### src/rtl/systolic_mm_sequencer.sv
// -----------------------------------------------------------------------------
// systolic_mm_sequencer
//
// Purpose
//   Sequences one matrix multiply C = A*B on an NxN systolic array. B is pushed
//   into the array with a single weight-load strobe. A rows are then streamed
//   from a valid/ready host port, and each row's C result is returned on a
//   valid/ready consumer port. The array's own arithmetic is not modelled
//   here: a one-bit tag follows every A row through the array latency so the
//   block knows when arr_c_out carries a real result. Consumer backpressure
//   freezes the array, the tags and the A port together.
//
// Optional feature
//   SA_SEQ_PERF_CNT_EN : when defined, adds the saturating 32-bit counters
//                        perf_busy_cycles and perf_stall_cycles.
//
// Ports
//   clk          clock, all logic on posedge
//   rst_n        synchronous reset, active-low
//   start        begin job (only honoured in IDLE)
//   num_rows     A rows in the job, latched at start
//   b_mat_in     B matrix, element (k,j) at index k*N+j, latched at start
//   busy         high in every state except IDLE
//   done         one-cycle pulse at job end
//   a_valid      host offers an A row
//   a_ready      A row accepted when a_valid && a_ready
//   a_row        A row, element k at index k
//   c_valid      C row available
//   c_ready      consumer takes the C row
//   c_row        C row (straight from arr_c_out)
//   c_last       c_valid on the final row of the job
//   arr_enable   array advance
//   arr_b_load   array weight-load strobe
//   arr_b_in     B to the array
//   arr_a_in     A row to the array, zero on bubbles
//   arr_c_out    array result row
//   perf_busy_cycles   (SA_SEQ_PERF_CNT_EN) cycles spent in LOAD_B..DONE
//   perf_stall_cycles  (SA_SEQ_PERF_CNT_EN) cycles with output stalled
// -----------------------------------------------------------------------------
module systolic_mm_sequencer #(
  parameter int N          = 2,
  parameter int DATA_WIDTH = 8,
  parameter int ACC_WIDTH  = 32,
  parameter int MAX_ROWS   = 256,
  parameter int ARRAY_LAT  = 3,
  parameter int ROW_W      = $clog2(MAX_ROWS + 1)
) (
  input  logic                          clk,
  input  logic                          rst_n,
  input  logic                          start,
  input  logic [ROW_W-1:0]              num_rows,
  input  logic [N*N*DATA_WIDTH-1:0]     b_mat_in,
  output logic                          busy,
  output logic                          done,
  input  logic                          a_valid,
  output logic                          a_ready,
  input  logic [N*DATA_WIDTH-1:0]       a_row,
  output logic                          c_valid,
  input  logic                          c_ready,
  output logic [N*ACC_WIDTH-1:0]        c_row,
  output logic                          c_last,
  output logic                          arr_enable,
  output logic                          arr_b_load,
  output logic [N*N*DATA_WIDTH-1:0]     arr_b_in,
  output logic [N*DATA_WIDTH-1:0]       arr_a_in,
  input  logic [N*ACC_WIDTH-1:0]        arr_c_out
`ifdef SA_SEQ_PERF_CNT_EN
  ,
  output logic [31:0]                   perf_busy_cycles,
  output logic [31:0]                   perf_stall_cycles
`endif
);

  typedef enum logic [2:0] {
    S_IDLE   = 3'd0,
    S_LOAD_B = 3'd1,
    S_STREAM = 3'd2,
    S_DRAIN  = 3'd3,
    S_DONE   = 3'd4
  } state_t;

  state_t                       state_q;
  logic [ROW_W-1:0]             num_rows_q;
  logic [ROW_W-1:0]             rows_in_q;
  logic [ROW_W-1:0]             rows_out_q;
  logic [N*N*DATA_WIDTH-1:0]    b_q;
  logic                         busy_q;
  logic                         done_q;
  logic                         b_load_q;

  // Tag pipe: tag_q[i] is set when the array stage i holds a real A row.
  logic [ARRAY_LAT-1:0]         tag_q;
  logic [ARRAY_LAT-1:0]         tag_d;

  logic                         active;
  logic                         stall;
  logic                         a_accept;
  logic                         c_fire;
  logic                         last_in;
  logic                         last_out;

  // ---------------------------------------------------------------------------
  // Handshake decode. These must be combinational: a consumer dropping c_ready
  // has to freeze the array in the very same cycle, otherwise the result on
  // arr_c_out would be overwritten before it is taken.
  // ---------------------------------------------------------------------------
  assign active     = (state_q == S_STREAM) || (state_q == S_DRAIN);
  assign c_valid    = active && tag_q[ARRAY_LAT-1];
  assign stall      = c_valid && !c_ready;
  assign arr_enable = active && !stall;
  assign a_ready    = (state_q == S_STREAM) && !stall;
  assign a_accept   = a_valid && a_ready;
  assign c_fire     = c_valid && c_ready;

  // Bubbles feed zeros so the array never accumulates stale host data.
  assign arr_a_in   = a_accept ? a_row : '0;

  assign last_in    = (rows_in_q  == (num_rows_q - ROW_W'(1)));
  assign last_out   = (rows_out_q == (num_rows_q - ROW_W'(1)));
  assign c_last     = c_valid && last_out;

  assign c_row      = arr_c_out;
  assign arr_b_in   = b_q;

  assign busy       = busy_q;
  assign done       = done_q;
  assign arr_b_load = b_load_q;

  // ---------------------------------------------------------------------------
  // Tag pipe next state: stage 0 captures the accept, later stages shift.
  // ---------------------------------------------------------------------------
  assign tag_d[0] = a_accept;

  genvar gi;
  generate
    for (gi = 1; gi < ARRAY_LAT; gi++) begin : g_tag
      assign tag_d[gi] = tag_q[gi-1];
    end
  endgenerate

  always_ff @(posedge clk) begin
    if (!rst_n) begin
      tag_q <= '0;
    end else if (state_q == S_LOAD_B) begin
      // Any leftovers from an earlier job must never surface as c_valid.
      tag_q <= '0;
    end else if (arr_enable) begin
      tag_q <= tag_d;
    end
  end

  // ---------------------------------------------------------------------------
  // Job FSM with registered busy/done/b_load outputs.
  // ---------------------------------------------------------------------------
  always_ff @(posedge clk) begin
    if (!rst_n) begin
      state_q    <= S_IDLE;
      num_rows_q <= '0;
      rows_in_q  <= '0;
      rows_out_q <= '0;
      b_q        <= '0;
      busy_q     <= 1'b0;
      done_q     <= 1'b0;
      b_load_q   <= 1'b0;
    end else begin
      done_q   <= 1'b0;
      b_load_q <= 1'b0;
      case (state_q)
        S_IDLE: begin
          if (start) begin
            num_rows_q <= num_rows;
            b_q        <= b_mat_in;
            rows_in_q  <= '0;
            rows_out_q <= '0;
            busy_q     <= 1'b1;
            b_load_q   <= 1'b1;
            state_q    <= S_LOAD_B;
          end
        end

        S_LOAD_B: begin
          if (num_rows_q == '0) begin
            done_q  <= 1'b1;
            state_q <= S_DONE;
          end else begin
            state_q <= S_STREAM;
          end
        end

        S_STREAM: begin
          // An A accept and a C handshake may share a cycle; both count.
          if (a_accept) begin
            rows_in_q <= rows_in_q + ROW_W'(1);
            if (last_in) begin
              state_q <= S_DRAIN;
            end
          end
          if (c_fire) begin
            rows_out_q <= rows_out_q + ROW_W'(1);
          end
        end

        S_DRAIN: begin
          if (c_fire) begin
            rows_out_q <= rows_out_q + ROW_W'(1);
            if (last_out) begin
              done_q  <= 1'b1;
              state_q <= S_DONE;
            end
          end
        end

        S_DONE: begin
          busy_q  <= 1'b0;
          state_q <= S_IDLE;
        end

        default: begin
          busy_q  <= 1'b0;
          state_q <= S_IDLE;
        end
      endcase
    end
  end

`ifdef SA_SEQ_PERF_CNT_EN
  // ---------------------------------------------------------------------------
  // Saturating performance counters, cleared when a job is accepted.
  // ---------------------------------------------------------------------------
  logic [31:0] perf_busy_q;
  logic [31:0] perf_stall_q;

  always_ff @(posedge clk) begin
    if (!rst_n) begin
      perf_busy_q  <= '0;
      perf_stall_q <= '0;
    end else if ((state_q == S_IDLE) && start) begin
      perf_busy_q  <= '0;
      perf_stall_q <= '0;
    end else begin
      if (busy_q && (perf_busy_q != 32'hFFFF_FFFF)) begin
        perf_busy_q <= perf_busy_q + 32'd1;
      end
      if (stall && (perf_stall_q != 32'hFFFF_FFFF)) begin
        perf_stall_q <= perf_stall_q + 32'd1;
      end
    end
  end

  assign perf_busy_cycles  = perf_busy_q;
  assign perf_stall_cycles = perf_stall_q;
`endif

endmodule

### config.mk
export PLATFORM = sky130hd
export DESIGN_NAME = systolic_mm_sequencer
export DESIGN_NICKNAME = d
export VERILOG_FILES = /design/src/rtl/systolic_mm_sequencer.sv
export SDC_FILE = /design/constraint.sdc
export NUM_CORES = 1
export LEC_CHECK = 0
export CAP_MARGIN = 10
export CORE_UTILIZATION = 40
export DETAILED_ROUTE_END_ITERATION = 12
export GPL_TIMING_DRIVEN = 0
export PLACE_DENSITY = 0.92
export SETUP_SLACK_MARGIN = 0.5
export SYNTH_ARGS = -nofsm -noshare
export SYNTH_HDL_FRONTEND = slang
export SYNTH_SLANG_ARGS = --single-unit
### constraint.sdc
create_clock -name clk -period 5.2 [get_ports clk]
set_clock_uncertainty 0.15 [all_clocks]
set_input_delay 1.04 -clock clk [delete_from_list [all_inputs] [get_ports clk]]
set_output_delay 1.04 -clock clk [all_outputs]
set_load 0.05 [all_outputs]
**Yosys cells after proc, flatten, opt, wreduce, memory -nomap -nowiden**

Index checks and enable logic that the tools add are counted.

- Bits in registers: 68
- Output and inout port bits: 119
- Logic and storage cells: 68

- $add $sub $neg: 3
- Eq/ne operators: 11
- Multiplexer cells: 20
- Bitwise gates (word level): 2
- Reductions and logical operators: 23

Operators by type and width:

| kind | number |
|---|---|
| 9-bit one-hot mux with 2 select lines | 2 |
| 9-bit 2-to-1 mux | 3 |
| 9-bit by 1-bit adder with 9-bit output, second input constant | 2 |
| 9-bit == test | 2 |
| 3-bit 2-to-1 mux | 6 |
| 16-bit 2-to-1 mux | 1 |
| 3-bit one-hot mux with 4 select lines | 1 |
| 2-bit inequality test, second input constant | 5 |
| 9-bit zero test | 1 |
| 9-bit by 1-bit subtractor with 9-bit output, second input constant | 1 |
| 1-bit logical AND | 7 |
| 3-bit by 2-bit == test with 1-bit output, second input constant | 2 |
| 2-bit AND reduction | 3 |
| 3-bit AND reduction | 2 |
| 1-bit 2-to-1 mux | 5 |
| 5-bit AND reduction | 1 |
| 1-bit one-hot mux with 2 select lines | 2 |
| 2-bit nonzero test | 2 |
| 2-bit OR reduction | 2 |
| 3-bit by 1-bit == test with 1-bit output, second input constant | 1 |
| 3-bit zero test | 1 |
| 3-bit OR reduction | 1 |
| 1-bit zero test | 2 |
| 2-bit by 1-bit inequality test with 1-bit output, second input constant | 1 |
| 2 further kinds | 3 |

**Logic depth before layout (Yosys ltp)**

Gate-level depths: netlist (run 1).

- Depth after elaboration: 9
- Gate-level depth with buffers: 8
- Depth with buffers taken out: 8

**Worst setup path after synthesis (run 1)**

Ideal clock, no wire load.

- Kind: reg-to-output
- Start: register num_rows_q[0]
- End: output c_last
- Data arrival time: 2.130 ns
- Path slack: 1.880 ns
- Stages on the path, launching flop included: 8
- Path buffers: 0
- Cell sequence: dfxtp_1 inv_1 ha_1 or4b_4 nor4_4 xnor2_1 and4_1 and3_1

- Longest elaborated chain between the ends: 3

Ends and longest elaborated chain:

| what | RTL line | text |
|---|---|---|
| start, declared | 83 | `logic [ROW_W-1:0] num_rows_q;` |
| start signal, assigned | 171 | `num_rows_q <= num_rows;` |
| 9-bit by 1-bit subtractor with 9-bit output | 119 | `assign last_out = (rows_out_q == (num_rows_q - ROW_W'(1)));` |
| 9-bit == test | 119 |  |
| 1-bit logical AND | 120 | `assign c_last = c_valid && last_out;` |
| end, declared | 61 | `output logic c_last,` |

Every way passes these cells.

**Worst setup path in the final report (run 1)**

- Start: input c_ready
- End: output arr_a_in[2]

- Longest elaborated chain between the ends: 6

Ends and longest elaborated chain:

| what | RTL line | text |
|---|---|---|
| start, declared | 59 | `input logic c_ready,` |
| 1-bit zero test | 109 | `assign stall = c_valid && !c_ready;` |
| 1-bit logical AND | 109 |  |
| 1-bit zero test | 111 | `assign a_ready = (state_q == S_STREAM) && !stall;` |
| 1-bit logical AND | 111 |  |
| 1-bit logical AND | 112 | `assign a_accept = a_valid && a_ready;` |
| 16-bit 2-to-1 mux | 116 | `assign arr_a_in = a_accept ? a_row : '0;` |
| end, declared | 65 | `output logic [N*DATA_WIDTH-1:0] arr_a_in,` |

Every way passes these cells.

==> results of run 1 <==
==> cell type report <==
class	instances	share of cell area, %
repair buffers	180	30.09
multi-input cells	295	29.97
flip-flops and latches	68	22.74
plain buffers	87	10.01
clock buffers	11	2.529
well taps	111	2.320
clock inverters	5	1.776
inverters	9	0.5643
==> layout by cell type, fill, tap and decap left out, types with 4 or more instances in the layout <==
cell type        count
a21boi_0            42
a21oi_1              8
and2_1              16
and3_1               6
buf_4               65
clkbuf_1            18
clkbuf_8            12
clkdlybuf4s50_1    180
dfxtp_1             68
inv_1                9
nand2_1            100
nand3_1              5
nand4_1              6
nor2_1              23
nor4_1               4
xnor2_1             20
xor2_1              19
==> flip-flops by register name, summed over array words and instances, names as in the netlist <==
register    flops
rows_out_q      9
done            1
busy            1
state_q         3
rows_in_q       9
arr_b_in       32
num_rows_q      9
arr_b_load      1
tag_q           3
==> metrics by stage <==
stage	hold slack, ns	power, mW
floorplan	0.2822	1.524
CTS	0.3137	2.465
finish	0.3033	2.449
detailed placement	0.3032	1.900
global route	0.3297	2.578
global placement	0.2949	1.860
==> how the worst max path moves through the flow <==
stage	from	end	cells after the start
detailed placement	c_ready	arr_a_in[1]	6
global placement	c_ready	arr_a_in[3]	6
global route	c_ready	arr_a_in[2]	6
finish	c_ready	arr_a_in[2]	6
floorplan	num_rows_q[0]$_SDFFE_PN0P_	c_last	7
CTS	c_ready	arr_a_in[1]	6
==> worst max-delay path: cells and delay by family <==
kind | cells | cell delay, ns
simple gates | 3 | 0.59
buf+inv | 3 | 1.71
==> layer usage <==
layer | track usage, % | up-vias
li1 | - | 1821
met1 | 22.18 | 1720
met2 | 40.49 | 191
met3 | 5.552 | 21
met4 | 9.729 | 0
met5 | 0 | -
==> power groups by stage <==
stage / Combinational [mW] / Sequential (mW) / Clock (mW)
after floorplan: 0.688 / 0.836 / 0
after global placement: 1.20 / 0.664 / 0
after detailed placement: 1.23 / 0.670 / 0
after CTS: 1.24 / 0.658 / 0.568
after global routing: 1.32 / 0.668 / 0.590
final: 1.23 / 0.659 / 0.559
==> cells by family (layout without fill, tap and decap cells) <==
group | Yosys count | in the layout
AO/OA/AOI/OAI | 66 | 66
XOR/XNOR | 39 | 39
adder cells (fa/ha/maj) | 3 | 3
buffers and inverters | 96 | 292
flip-flops | 68 | 68
multiplexers | 3 | 3
AND/OR/NAND/NOR | 184 | 184
==> out/metrics.yaml, run 1 <==
max_slew.worst_pin.slew_ns: 0.6270
synth_edf_count: 0
areaGrowthSynthToFinish_pct: 58.03
cts_sinks: 68
synth_top_area_cell: "dfxtp_1"
cts_tree: "yes"
worstSkewPairLatency_ns: 0.35
hold_path_end: "busy$_SDFFE_PN0P_"
dieWidth_microns: 99.32
clockBufferDepth: 2
antennaDiodeCount: 0
hp-class: "reg -> reg"
rsz0062_at_grt: "no"
first_global_vias: 3663
finalCritPeriodShare_pct: 87.29
max_stage_delay_ns: 0.80
slew_viol_final: 0
drt-initial-drc-count: 175
setup_viol: 0
antenna_found_initial: 0
place_inst: 750
synthAdderAreaFrac_pct: 0.9908
crit_fanout: 10
gp_congestion: 0.8725
yosys_register_bits: 68
cts_setup_buffers: 0
internal_power_mw: 1.409
fmax_mhz: 220.3
core_area_sq_um: 9196
slew_headroom_pct: 57.88
met1_length_microns: 3976
grt_max_degree: 13
cap_violations: 0
hold_depth: 2
final_core_util_pct: 65.10
yosysMostFrequentCell: "nand2_1"
reg2reg_to: "state_q[0]$_SDFFE_PN0P_"
synth_top_family_by_area: "simple AND/OR/NAND/NOR gates"
p_leak_nw: 2.349
fin_ws_ns: 0.6610
met3WireLength_microns: 945
cts_buffers: 9
clkSlewWorstSetupHoldPaths_ns: 0.08
comb_power_share_pct: 50.3
synth_top_area_share_pct: 35.93
dr_wl_met2_microns: 5657
first_pass_iters: 4
vias: 3753
yosysUniqueCellTypes: 47
holdBufCountCts: 0
synthTopCellsByCount: "100 x nand2_1, 68 x dfxtp_1, 65 x buf_4, 42 x a21boi_0, 23 x nor2_1"
cp.arrival_ns: 3.35
regArea_sq_um: 1361
worstPathRequired_ns: 4.01
finalCriticalPeriod_ns: 4.539
std_cell_rows: 35
reg2regPathDepth: 8
rrSetupSlack_ns: 2.46
n_fill_cell: 725
yosys_warnings: 0
syn_nets: 588
place_worst_setup_slack_ns: 0.6462
fin_nets: 779
postSynthCellCount: 459
portBuffers: 180
slowest_stage: "clkdlybuf4s50_1"
seq_power_share_pct: 26.9
p_sw_share_pct: 42.46
ys_seq_area_share_pct: 35.93
boundaryPins: 245
fin_area_sq_um: 5987
drive_above_1_share_pct: 15.27
via_per_inst: 4.899
hpwlAfterDp_microns: 8572
top_layer_used: "met4"
muxShareOfSynthArea_pct: 0.7926
hold_violations: 0
yosys.area_share.simple_pct: 23.75
cp_common_cell: "clkdlybuf4s50_1"
syn_area_sq_um: 3789
power.density_nw_per_um2: 409.1
synth_compound_area_share_pct: 12.81
syn_area_per_cell_sq_um: 8.254
wirelength_microns: 10780
p_switching_mw: 1.040
synthTopCellsByArea: "dfxtp_1 36%, buf_4 13%, nand2_1 9.9%, a21boi_0 8.3%, xnor2_1 4.6%"
grt_remaining_overflow: 0
initial_core_util_pct: 41.20
reg2reg_from: "num_rows_q[0]$_SDFFE_PN0P_"
post_dp_cell_area_sq_um: 5729
multi_input_area_sq_um: 1794
power.share.clock_pct: 22.8
drc: 0
avgRoutedWirePerCell_microns: 14.07
grt_pass1_wl_microns: 16820
die_h_microns: 99.32
root_buffer: "clkbuf_8"
status: "completed"
cts_htree_levels: 3
hold_path_startpoint: "busy$_SDFFE_PN0P_"
crit_path_end_kind: "output pin"
async_reset_ff_share_pct: 0
synth_xor_xnor_area_share_pct: 9.016
critPathLaunchType: "input pin"
irDropWorstVdd_v: 0.0002142
setup_tns_ns: 0
track_usage_pct: 21.47
crit_type: "in -> out"
final_antenna_net_count: 0
cts-resized-gates: 0
ys.flop_type: "dfxtp_1"
die_area_sq_um: 9864
crit_chain: "clkdlybuf4s50_1 -> nand2b_1 -> and3_1 -> clkbuf_1 -> and2_1 -> clkdlybuf4s50_1"
fin_cells: 766
(Power assumes the default switching activity.)
==> inputs of run 2 (changes only) <==
--- a/config.mk
+++ b/config.mk
@@ -6,10 +6,12 @@
 export NUM_CORES = 1
 export LEC_CHECK = 0
 export CAP_MARGIN = 10
-export CORE_UTILIZATION = 40
+export CORE_AREA = 2 2 95 97
 export DETAILED_ROUTE_END_ITERATION = 12
+export DIE_AREA = 0 0 97 99
+export DONT_BUFFER_PORTS = 1
 export GPL_TIMING_DRIVEN = 0
-export PLACE_DENSITY = 0.92
+export PLACE_DENSITY = 0.63
 export SETUP_SLACK_MARGIN = 0.5
 export SYNTH_ARGS = -nofsm -noshare
 export SYNTH_HDL_FRONTEND = slang
==> run 2 against run 1 <==
Global-route usage shrank 5.0 points. Routed wire length shrank 22%. Largest power group is now sequential cells. Worst setup slack gained 0.57 ns. Combinational power shrank 35%. Critical endpoint is now c_last.
==> out/metrics.yaml, run 2 (synthesis gave the netlist of run 1 again) <==
finalCritPeriodShare_pct: 76.32
crit_path_start: "num_rows_q[0]$_SDFFE_PN0P_"
reg2regPathDepth: 8
boundaryPins: 245
status: "completed"
portBuffers: 0
cp.arrival_ns: 2.78
root_buffer: "clkbuf_8"
track_usage_pct: 16.47
slew_viol_final: 0
max_slew.worst_pin.slew_ns: 0.6194
place_inst: 567
hpwlAfterDp_microns: 6558
cts_buffers: 9
final_core_util_pct: 48.49
slew_headroom_pct: 58.39
clockBufferDepth: 2
fin_cells: 583
fin_nets: 599
irDropWorstVdd_v: 0.0002713
critPathLaunchType: "register"
drt-initial-drc-count: 115
drc: 0
power.density_nw_per_um2: 513.2
wirelength_microns: 8357
crit_path_end_kind: "output pin"
reg2reg_from: "num_rows_q[0]$_SDFFE_PN0P_"
grt_remaining_overflow: 0
fmax_mhz: 252.0
grt_pass1_wl_microns: 13010
grt_max_degree: 14
via_per_inst: 5.141
reg2reg_to: "state_q[0]$_SDFFE_PN0P_"
first_global_vias: 2789
die_area_sq_um: 9603
antenna_found_initial: 0
setup_viol: 0
drive_above_1_share_pct: 21.05
first_pass_iters: 4
cts-resized-gates: 0
cts_sinks: 68
p_leak_nw: 1.652
cts_setup_buffers: 0
finalCriticalPeriod_ns: 3.969
worstSkewPairLatency_ns: 0.34
crit_end: "c_last"
rrSetupSlack_ns: 2.46
cap_violations: 0
setup_tns_ns: 0
cts_htree_levels: 3
worstPathRequired_ns: 4.01
core_area_sq_um: 8551
largest_register_ffs: 32
final_common_cell: "nand2_1"
std_cell_rows: 34
cts_tree: "yes"
areaGrowthSynthToFinish_pct: 9.445
crit_type: "reg -> out"
gp_congestion: 0.8090
hp-class: "reg -> reg"
antennaDiodeCount: 0
die_h_microns: 99
initial_core_util_pct: 44.31
final_antenna_net_count: 0
clkSlewWorstSetupHoldPaths_ns: 0.08
dieWidth_microns: 97
rsz0062_at_grt: "no"
holdBufCountCts: 0
crit_fanout: 5
hold_violations: 0
vias: 2997
avgRoutedWirePerCell_microns: 14.33
layout_common_cells: "100 x nand2_1, 68 x dfxtp_1, 65 x buf_4"
[run 2: cell types whose count changed in the layout (fill, tap and decap cells not counted), sizes merged]
cell,before,now
bufinv,3,2
clkbuf,30,28
clkinv,0,3
clkdlybuf4s50,180,0
[run 2: worst min-delay path by stage]
stage                                      from               endpoint  slack, ns  depth (start not counted)
final                     tag_q[0]$_SDFFE_PP0P_  tag_q[1]$_SDFFE_PP0P_       0.31                          2
after floorplan           tag_q[0]$_SDFFE_PP0P_  tag_q[1]$_SDFFE_PP0P_       0.28                          2
after global routing      tag_q[0]$_SDFFE_PP0P_  tag_q[1]$_SDFFE_PP0P_       0.34                          2
after global placement    tag_q[0]$_SDFFE_PP0P_  tag_q[1]$_SDFFE_PP0P_       0.30                          2
after detailed placement  tag_q[0]$_SDFFE_PP0P_  tag_q[1]$_SDFFE_PP0P_       0.30                          2
after CTS                 tag_q[0]$_SDFFE_PP0P_  tag_q[1]$_SDFFE_PP0P_       0.32                          2
[run 2: layout make-up]
type / count / area [sq um]
Buffer: 87 / 599.3
Clock buffer: 9 / 123.9
Clock inverter: 7 / 98.84
Fill cell: 856 / 4404
Inverter: 9 / 33.78
Multi-Input combinational cell: 295 / 1794
Sequential cell: 68 / 1361
Tap cell: 108 / 135.1
[run 2: through the flow]
step | setup slack (ns) | area, sq um | power, mW | hold WS [ns]
finish | 1.231 | 4146 | 2.128 | 0.3140
global route | 1.096 | 4146 | 2.255 | 0.3404
CTS | 1.195 | 4146 | 2.148 | 0.3152
detailed placement | 1.581 | 3924 | 1.659 | 0.3039
global placement | 1.620 | 3924 | 1.646 | 0.2981
floorplan | 1.880 | 3789 | 1.524 | 0.2822
[run 2: metal layers]
metal	vias up	share of wire (%)	track usage [%]
li1	1461	-	-
met1	1360	39	19.30
met2	164	48	27.83
met3	12	11	6.454
met4	0	1.1	5.200
met5	-	0	0
[run 2: worst max-delay path: stages (launching register included)]
cell and delay, ns:
dfxtp_1 0.37, inv_1 0.09, ha_1 0.20, or4b_4 0.54, nor4_4 0.30, xnor2_1 0.15, and4_1 0.25, and3_1 0.52
[run 2: report_power, final]
part / switching (mW) / internal (mW)
Sequential: 0.243 / 0.600
Combinational: 0.531 / 0.265
Clock: 0.216 / 0.272
